## src/rtl/myo_spi_scheduler_if.sv

```systemverilog
// Bundles the host request handshake and the SPI engine handshake/select lines.
// Latency: none (signal bundle only).
// Backpressure: host_req is a level held until host_ack; spi_start/spi_done are single pulses.
//
// master modport: the scheduler side. slave modport: host logic plus SPI engine.
//   host_req/host_motor -> scheduler, host_ack/host_err <- scheduler
//   spi_start/spi_motor/spi_is_host/ss_n <- scheduler, spi_done -> scheduler
interface myo_spi_scheduler_if #(
    parameter int NUMBER_OF_MOTORS = 9,
    parameter int MOTOR_W          = 4
);
    logic                        host_req;
    logic [MOTOR_W-1:0]          host_motor;
    logic                        host_ack;
    logic                        host_err;
    logic                        spi_start;
    logic [MOTOR_W-1:0]          spi_motor;
    logic                        spi_is_host;
    logic                        spi_done;
    logic [NUMBER_OF_MOTORS-1:0] ss_n;

    modport master (
        input  host_req, host_motor, spi_done,
        output host_ack, host_err, spi_start, spi_motor, spi_is_host, ss_n
    );

    modport slave (
        output host_req, host_motor, spi_done,
        input  host_ack, host_err, spi_start, spi_motor, spi_is_host, ss_n
    );
endinterface

```

## src/rtl/myo_spi_scheduler.sv

```systemverilog
// Sequences a shared myocontrol SPI bus: periodic round-robin poll of all motor boards plus host transactions (host first).
// Latency: host request sampled at T -> ss_n low at T+1, spi_start at T+1+SETUP_CYCLES, host_ack HOLD_CYCLES after spi_done.
// Backpressure: host_req held until host_ack; one transaction in flight, waits on spi_done (optional watchdog MYO_SPI_WATCHDOG_EN).
//
// Ports: clock, reset (sync, active high); enable gates polling only; bus (myo_spi_scheduler_if.master)
// carries host request/ack and SPI engine handshake plus one-hot active-low ss_n; busy, round_done,
// overrun (sticky), timeout_err (sticky) and timeout_motor are status outputs.
// Macro MYO_SPI_WATCHDOG_EN: when defined, WAIT aborts after TIMEOUT_CYCLES without spi_done;
// when undefined WAIT waits forever and timeout_err/timeout_motor read 0.
// SETUP_CYCLES and HOLD_CYCLES must be >= 1.
module myo_spi_scheduler #(
    parameter int NUMBER_OF_MOTORS = 9,
    parameter int MOTOR_W          = 4,
    parameter int POLL_PERIOD      = 500000,
    parameter int SETUP_CYCLES     = 4,
    parameter int HOLD_CYCLES      = 4,
    parameter int TIMEOUT_CYCLES   = 4096
) (
    input  logic               clock,
    input  logic               reset,
    input  logic               enable,
    myo_spi_scheduler_if.master bus,
    output logic               busy,
    output logic               round_done,
    output logic               overrun,
    output logic               timeout_err,
    output logic [MOTOR_W-1:0] timeout_motor
);

    localparam logic [2:0] S_IDLE    = 3'd0;
    localparam logic [2:0] S_SELECT  = 3'd1;
    localparam logic [2:0] S_START   = 3'd2;
    localparam logic [2:0] S_WAIT    = 3'd3;
    localparam logic [2:0] S_RELEASE = 3'd4;

    // One shared phase counter serves SELECT, RELEASE and the WAIT watchdog.
    localparam int MAX_SH  = (SETUP_CYCLES > HOLD_CYCLES) ? SETUP_CYCLES : HOLD_CYCLES;
    localparam int MAX_CNT = (MAX_SH > TIMEOUT_CYCLES) ? MAX_SH : TIMEOUT_CYCLES;
    localparam int CNT_W   = $clog2(MAX_CNT + 1);
    localparam int PER_W   = $clog2(POLL_PERIOD + 1);

    localparam logic [NUMBER_OF_MOTORS-1:0] SS_IDLE = '1;
    localparam logic [NUMBER_OF_MOTORS-1:0] SS_ONE  = NUMBER_OF_MOTORS'(1);

    logic [2:0]         state;
    logic [CNT_W-1:0]   cnt;
    logic [PER_W-1:0]   per_cnt;
    logic               round_active;
    logic [MOTOR_W-1:0] poll_idx;
    logic               rej_q;      // rejected host request, acked next cycle
    logic               ack_q;      // host_ack seen last cycle
    logic [MOTOR_W-1:0] motor_q;
    logic               is_host_q;
    logic [NUMBER_OF_MOTORS-1:0] ss_n_q;

    logic tick;
    logic rel_last;
    logic poll_adv;
    logic host_pick;
    logic host_bad;
    logic host_ack_c;

    assign tick     = enable && (per_cnt == PER_W'(POLL_PERIOD - 1));
    assign rel_last = (state == S_RELEASE) && (cnt == CNT_W'(HOLD_CYCLES - 1));
    // A poll completion only advances the round while polling is still enabled;
    // dropping enable abandons the round silently.
    assign poll_adv = rel_last && !is_host_q && round_active && enable;

    assign host_ack_c = (rel_last && is_host_q) || rej_q;
    // Ignore host_req while the ack of the previous request is still visible,
    // so a host that drops req one cycle after ack is not served twice.
    assign host_pick  = bus.host_req && !host_ack_c && !ack_q;
    assign host_bad   = 32'(bus.host_motor) >= NUMBER_OF_MOTORS;

    assign bus.host_ack    = host_ack_c;
    assign bus.host_err    = rej_q;
    assign bus.spi_start   = (state == S_START);
    assign bus.spi_motor   = motor_q;
    assign bus.spi_is_host = is_host_q;
    assign bus.ss_n        = ss_n_q;
    assign busy            = (state != S_IDLE);
    assign round_done      = poll_adv && (poll_idx == MOTOR_W'(NUMBER_OF_MOTORS - 1));

`ifndef MYO_SPI_WATCHDOG_EN
    assign timeout_err   = 1'b0;
    assign timeout_motor = '0;
`endif

    always_ff @(posedge clock) begin
        if (reset) begin
            state        <= S_IDLE;
            cnt          <= '0;
            per_cnt      <= '0;
            round_active <= 1'b0;
            poll_idx     <= '0;
            rej_q        <= 1'b0;
            ack_q        <= 1'b0;
            motor_q      <= '0;
            is_host_q    <= 1'b0;
            ss_n_q       <= SS_IDLE;
            overrun      <= 1'b0;
`ifdef MYO_SPI_WATCHDOG_EN
            timeout_err   <= 1'b0;
            timeout_motor <= '0;
`endif
        end else begin
            rej_q <= 1'b0;
            ack_q <= host_ack_c;

            // Poll period timebase; held at zero while polling is disabled.
            if (!enable || tick) begin
                per_cnt <= '0;
            end else begin
                per_cnt <= per_cnt + 1'b1;
            end

            if (!enable) begin
                round_active <= 1'b0;
                poll_idx     <= '0;
            end else begin
                if (poll_adv) begin
                    if (poll_idx == MOTOR_W'(NUMBER_OF_MOTORS - 1)) begin
                        round_active <= 1'b0;
                        poll_idx     <= '0;
                    end else begin
                        poll_idx <= poll_idx + 1'b1;
                    end
                end
                // poll_adv requires round_active, so it never collides with a round start.
                if (tick) begin
                    if (!round_active) begin
                        round_active <= 1'b1;
                        poll_idx     <= '0;
                    end else begin
                        overrun <= 1'b1;
                    end
                end
            end

            case (state)
                S_IDLE: begin
                    cnt <= '0;
                    if (host_pick) begin
                        if (host_bad) begin
                            rej_q <= 1'b1;
                        end else begin
                            motor_q   <= bus.host_motor;
                            is_host_q <= 1'b1;
                            ss_n_q    <= ~(SS_ONE << bus.host_motor);
                            state     <= S_SELECT;
                        end
                    end else if (round_active && enable) begin
                        motor_q   <= poll_idx;
                        is_host_q <= 1'b0;
                        ss_n_q    <= ~(SS_ONE << poll_idx);
                        state     <= S_SELECT;
                    end
                end
                S_SELECT: begin
                    if (cnt == CNT_W'(SETUP_CYCLES - 1)) begin
                        cnt   <= '0;
                        state <= S_START;
                    end else begin
                        cnt <= cnt + 1'b1;
                    end
                end
                S_START: begin
                    cnt   <= '0;
                    state <= S_WAIT;
                end
                S_WAIT: begin
                    if (bus.spi_done) begin
                        cnt   <= '0;
                        state <= S_RELEASE;
`ifdef MYO_SPI_WATCHDOG_EN
                    end else if (cnt == CNT_W'(TIMEOUT_CYCLES - 1)) begin
                        timeout_err   <= 1'b1;
                        timeout_motor <= motor_q;
                        cnt           <= '0;
                        state         <= S_RELEASE;
                    end else begin
                        cnt <= cnt + 1'b1;
`endif
                    end
                end
                S_RELEASE: begin
                    if (rel_last) begin
                        cnt    <= '0;
                        ss_n_q <= SS_IDLE;
                        state  <= S_IDLE;
                    end else begin
                        cnt <= cnt + 1'b1;
                    end
                end
                default: begin
                    cnt    <= '0;
                    ss_n_q <= SS_IDLE;
                    state  <= S_IDLE;
                end
            endcase
        end
    end

endmodule

```

## src/flat_wrapper.sv

```systemverilog
// flat-port wrapper written by rule: the top's interface ports become plain ports
module myo_spi_scheduler_flat 
#(
    parameter int NUMBER_OF_MOTORS = 9,
    parameter int MOTOR_W          = 4,
    parameter int POLL_PERIOD      = 500000,
    parameter int SETUP_CYCLES     = 4,
    parameter int HOLD_CYCLES      = 4,
    parameter int TIMEOUT_CYCLES   = 4096
)
  (clock, reset, enable, busy, round_done, overrun, timeout_err, timeout_motor, bus_host_req, bus_host_motor, bus_spi_done, bus_host_ack, bus_host_err, bus_spi_start, bus_spi_motor, bus_spi_is_host, bus_ss_n);
  myo_spi_scheduler_if #(.NUMBER_OF_MOTORS(NUMBER_OF_MOTORS), .MOTOR_W(MOTOR_W)) bus_i ();
  input  logic clock;
  input  logic reset;
  input  logic enable;
  output logic busy;
  output logic round_done;
  output logic overrun;
  output logic timeout_err;
  output logic [MOTOR_W-1:0] timeout_motor;
  input wire logic [$bits(bus_i.host_req)-1:0] bus_host_req;
  input wire logic [$bits(bus_i.host_motor)-1:0] bus_host_motor;
  input wire logic [$bits(bus_i.spi_done)-1:0] bus_spi_done;
  output wire logic [$bits(bus_i.host_ack)-1:0] bus_host_ack;
  output wire logic [$bits(bus_i.host_err)-1:0] bus_host_err;
  output wire logic [$bits(bus_i.spi_start)-1:0] bus_spi_start;
  output wire logic [$bits(bus_i.spi_motor)-1:0] bus_spi_motor;
  output wire logic [$bits(bus_i.spi_is_host)-1:0] bus_spi_is_host;
  output wire logic [$bits(bus_i.ss_n)-1:0] bus_ss_n;
  assign bus_i.host_req = bus_host_req;
  assign bus_i.host_motor = bus_host_motor;
  assign bus_i.spi_done = bus_spi_done;
  assign bus_host_ack = bus_i.host_ack;
  assign bus_host_err = bus_i.host_err;
  assign bus_spi_start = bus_i.spi_start;
  assign bus_spi_motor = bus_i.spi_motor;
  assign bus_spi_is_host = bus_i.spi_is_host;
  assign bus_ss_n = bus_i.ss_n;
  myo_spi_scheduler #(.NUMBER_OF_MOTORS(NUMBER_OF_MOTORS), .MOTOR_W(MOTOR_W), .POLL_PERIOD(POLL_PERIOD), .SETUP_CYCLES(SETUP_CYCLES), .HOLD_CYCLES(HOLD_CYCLES), .TIMEOUT_CYCLES(TIMEOUT_CYCLES)) u_core (.clock(clock), .reset(reset), .enable(enable), .bus(bus_i), .busy(busy), .round_done(round_done), .overrun(overrun), .timeout_err(timeout_err), .timeout_motor(timeout_motor));
endmodule
```

## config.mk

```make
export PLATFORM = sky130hd
export DESIGN_NAME = myo_spi_scheduler_flat
export DESIGN_NICKNAME = d
export VERILOG_FILES = /design/src/rtl/myo_spi_scheduler_if.sv /design/src/rtl/myo_spi_scheduler.sv /design/src/flat_wrapper.sv
export SDC_FILE = /design/constraint.sdc
export NUM_CORES = 1
export LEC_CHECK = 0
export CAP_MARGIN = 15
export CELL_PAD_IN_SITES_DETAIL_PLACEMENT = 1
export CELL_PAD_IN_SITES_GLOBAL_PLACEMENT = 2
export CORE_UTILIZATION = 37
export CTS_CLUSTER_DIAMETER = 30
export DETAILED_ROUTE_END_ITERATION = 10
export PLACE_DENSITY = 0.93
export RECOVER_POWER = 25
export SYNTH_ARGS = -nofsm -noshare
export SYNTH_HDL_FRONTEND = slang
export SYNTH_SLANG_ARGS = --single-unit
```

## constraint.sdc

```tcl
create_clock -name clock -period 5.2 [get_ports clock]
set_input_delay 0.52 -clock clock [delete_from_list [all_inputs] [get_ports clock]]
set_output_delay 0.52 -clock clock [all_outputs]
set_load 0.01 [all_outputs]
```

==> results_dict.tcl <==
set metrics [dict create \
    outcome "finished, violations left" \
    violations "capacitance limit, slew limit" \
    critPathLaunchType "flip-flop" \
    synth_top_area_cell "dfxtp_1" \
    cts_setup_buffers 0 \
    slowest_stage "clkdlybuf4s50_1" \
    fmax_mhz 264 \
    grt_usage_pct 20.0 \
    cp_max_fo 15 \
    post-route-period-util_pct 72.9 \
    cp_top_family "simple AND/OR/NAND/NOR gates" \
    syn_avg_cell_area_sq_um 8.71 \
    grt_pass1_wl_mm 13.5 \
    synth_seq_cells 57 \
    worst_slack_ps 1410 \
    cpPeakStageDelay_ps 680 \
    grt_max_degree 32 \
    async_flop_share_pct 0 \
    path_cells "or3b_2 -> or4_4 -> nor3_1 -> clkdlybuf4s50_1" \
    rsz0062_at_grt "false" \
    grt_pass1_vias 2822 \
    wirelength_mm 7.87 \
    ant_nets 0 \
    io_buffers 28 \
    setup_violations 0 \
    hold_viol 0 \
    numCtsBuffers 9 \
    die_height_um 92.5 \
    path_class "reg2out" \
    clock-sinks 57 \
    dr.pass1.iters 4 \
    cts_resized 0 \
    netlist_instances 348 \
    crit_required_ps 4680 \
    stdcell_area_sq_um 3570 \
    drive_gt1_share_pct 9.31 \
    vdd_drop_max_uv 147 \
    antenna_found_initial 0 \
    cts_hold_buf 0 \
    h-tree-depth 3 \
    fin_nets 388 \
    synth_area_sq_um 3030 \
    first_iter_violations 103 \
    final_common_cell "dfxtp_1" \
    layout_common_cells "dfxtp_1, nor2_1, nand3_1" \
    dpl_cell_area_sq_um 3360 \
    drv_cap 1 \
    cts-root-buf "clkbuf_8" \
    core_area_sq_um 7810 \
    die_w_um 92.5 \
    tightest_slew_ps 1500 \
    ys.warnings.count 0 \
    hpwl_mm 5.54 \
    clkSlewWorstSetupHoldPaths_ps 60 \
    yosysSeqAreaShare_pct 37.6 \
    synth_top_cells_by_area "dfxtp_1, xor2_1, nand3_1" \
    ys.flop_type "dfxtp_1" \
    path_buf_inv 1 \
    power_mw 0.957 \
    hold_path.class "reg2reg" \
    dp_slack_ps 1780 \
    p_per_area_nw_per_um2 268 \
    netlist.area_leader.share_pct 37.6 \
    cp.arrival_ps 3270 \
    initial_core_util_pct 38.8 \
    p_leak_nw 1.13 \
    post-route-min-period_ps 3790 \
    setup-tns-final_ps 0 \
    drt-vias-per-instance 5.81 \
    clock_latency_ps 340 \
    syn_to_final_growth_pct 17.9 \
    drv_slew 31 \
    end_kind "output port" \
    ios 34 \
    wl_per_cell_um 16.5 \
    vias 2777 \
    clock-skew-final_ps 11.7 \
    synthDistinctLibCells 54 \
    dieArea_sq_um 8560 \
    maxSlewHeadroom_pct -0.293 \
    cts_tree "built" \
    synth_edf_count 0 \
    cts_max_path_buffers 2 \
    overflow 0 \
    route.detailed.drc 0 \
    num_rows 32 \
    place_congestion 0.839 \
    diodes 0 \
]
power breakdown:
part,internal [mW],switching (mW)
Combinational,0.0315,0.0460
Clock,0.235,0.193
Sequential,0.444,0.00723
synthesized netlist by cell type (3+ instances only):
| cell | n |
|---|---|
| nor3_1 | 17 |
| or4_1 | 4 |
| dfxtp_1 | 57 |
| nor3b_1 | 3 |
| and4_1 | 6 |
| nand2_1 | 16 |
| nor4b_1 | 6 |
| buf_4 | 5 |
| inv_1 | 7 |
| clkbuf_1 | 19 |
| o221a_2 | 3 |
| or3_1 | 7 |
| o211ai_1 | 3 |
| nor4bb_1 | 3 |
| a311oi_1 | 4 |
| a211oi_1 | 8 |
| nor2_1 | 25 |
| nor4_1 | 8 |
| nand3_1 | 23 |
| a2111oi_0 | 5 |
| ha_1 | 8 |
| and3_1 | 8 |
| o21ai_0 | 13 |
| a221oi_1 | 3 |
| or4_4 | 3 |
| nand4_1 | 13 |
| o31ai_1 | 5 |
| xor2_1 | 14 |
| xnor2_1 | 9 |
| a21oi_1 | 11 |
final cells by class:
type                    count  area (sq um)
fillers                   927          4230
multi-input cells         264          1770
flip-flops and latches     57          1140
repair buffers             32           304
clock buffers              10           138
well taps                 102           128
clock inverters             6          66.3
inverters                   7          26.3
cell families after synthesis:
logic type      share of synthesized area [%]
xor+xnor                                 6.64
flops                                    37.6
fa+ha+maj                                3.30
compound gates                           17.0
mux                                     0.330
other cells                             0.124
simple gates                             30.5
buf+inv                                  4.46
flip-flops by register name, summed over array words and instances (netlist names):
register / flops
u_core.cnt: 13
u_core.per_cnt: 19
u_core.bus.spi_is_host: 1
u_core.round_active: 1
u_core.ack_q: 1
u_core.bus.host_err: 1
u_core.bus.ss_n: 9
u_core.state: 3
u_core.bus.spi_motor: 4
u_core.poll_idx: 4
u_core.overrun: 1
through the flow:
| step | hold slack (ps) | std cells | util (%) |
|---|---|---|---|
| floorplan | 430 | 352 | - |
| global placement | 445 | 460 | 43.0 |
| CTS | 471 | 476 | 45.7 |
| finish | 463 | 478 | 45.8 |
| global route | 490 | 478 | 45.8 |
| detailed placement | 455 | 460 | 43.0 |
worst paths after layout:
kind	startpoint	to	slack (ps)	cells after the start
worst max-delay path	u_core.state[2]$_SDFFE_PP0P_	round_done	1410	4
worst max register to register	u_core.cnt[0]$_SDFFE_PP0P_	u_core.bus.ss_n[8]$_SDFFE_PP1P_	2460	5
worst min-delay path	u_core.overrun$_SDFFE_PP0P_	u_core.overrun$_SDFFE_PP0P_	460	2
worst min register to register	u_core.overrun$_SDFFE_PP0P_	u_core.overrun$_SDFFE_PP0P_	460	2
metal layers:
metal / global-route usage (%) / wire length, um / vias up
met2: 33.0 / 3650 / 45
met1: 25.0 / 3780 / 1358
met5: 0 / 0 / -
met4: 6.77 / 104 / 0
met3: 5.67 / 327 / 9
li1: - / - / 1365
worst reg2reg max path: stages, from the launching register on:
cell and delay (ps):
dfxtp_1 390, ha_1 250, nor4b_1 530, nand4_1 610, a2111oi_0 730, a211oi_1 100
Note: power is estimated with default switching activity, not from simulation.
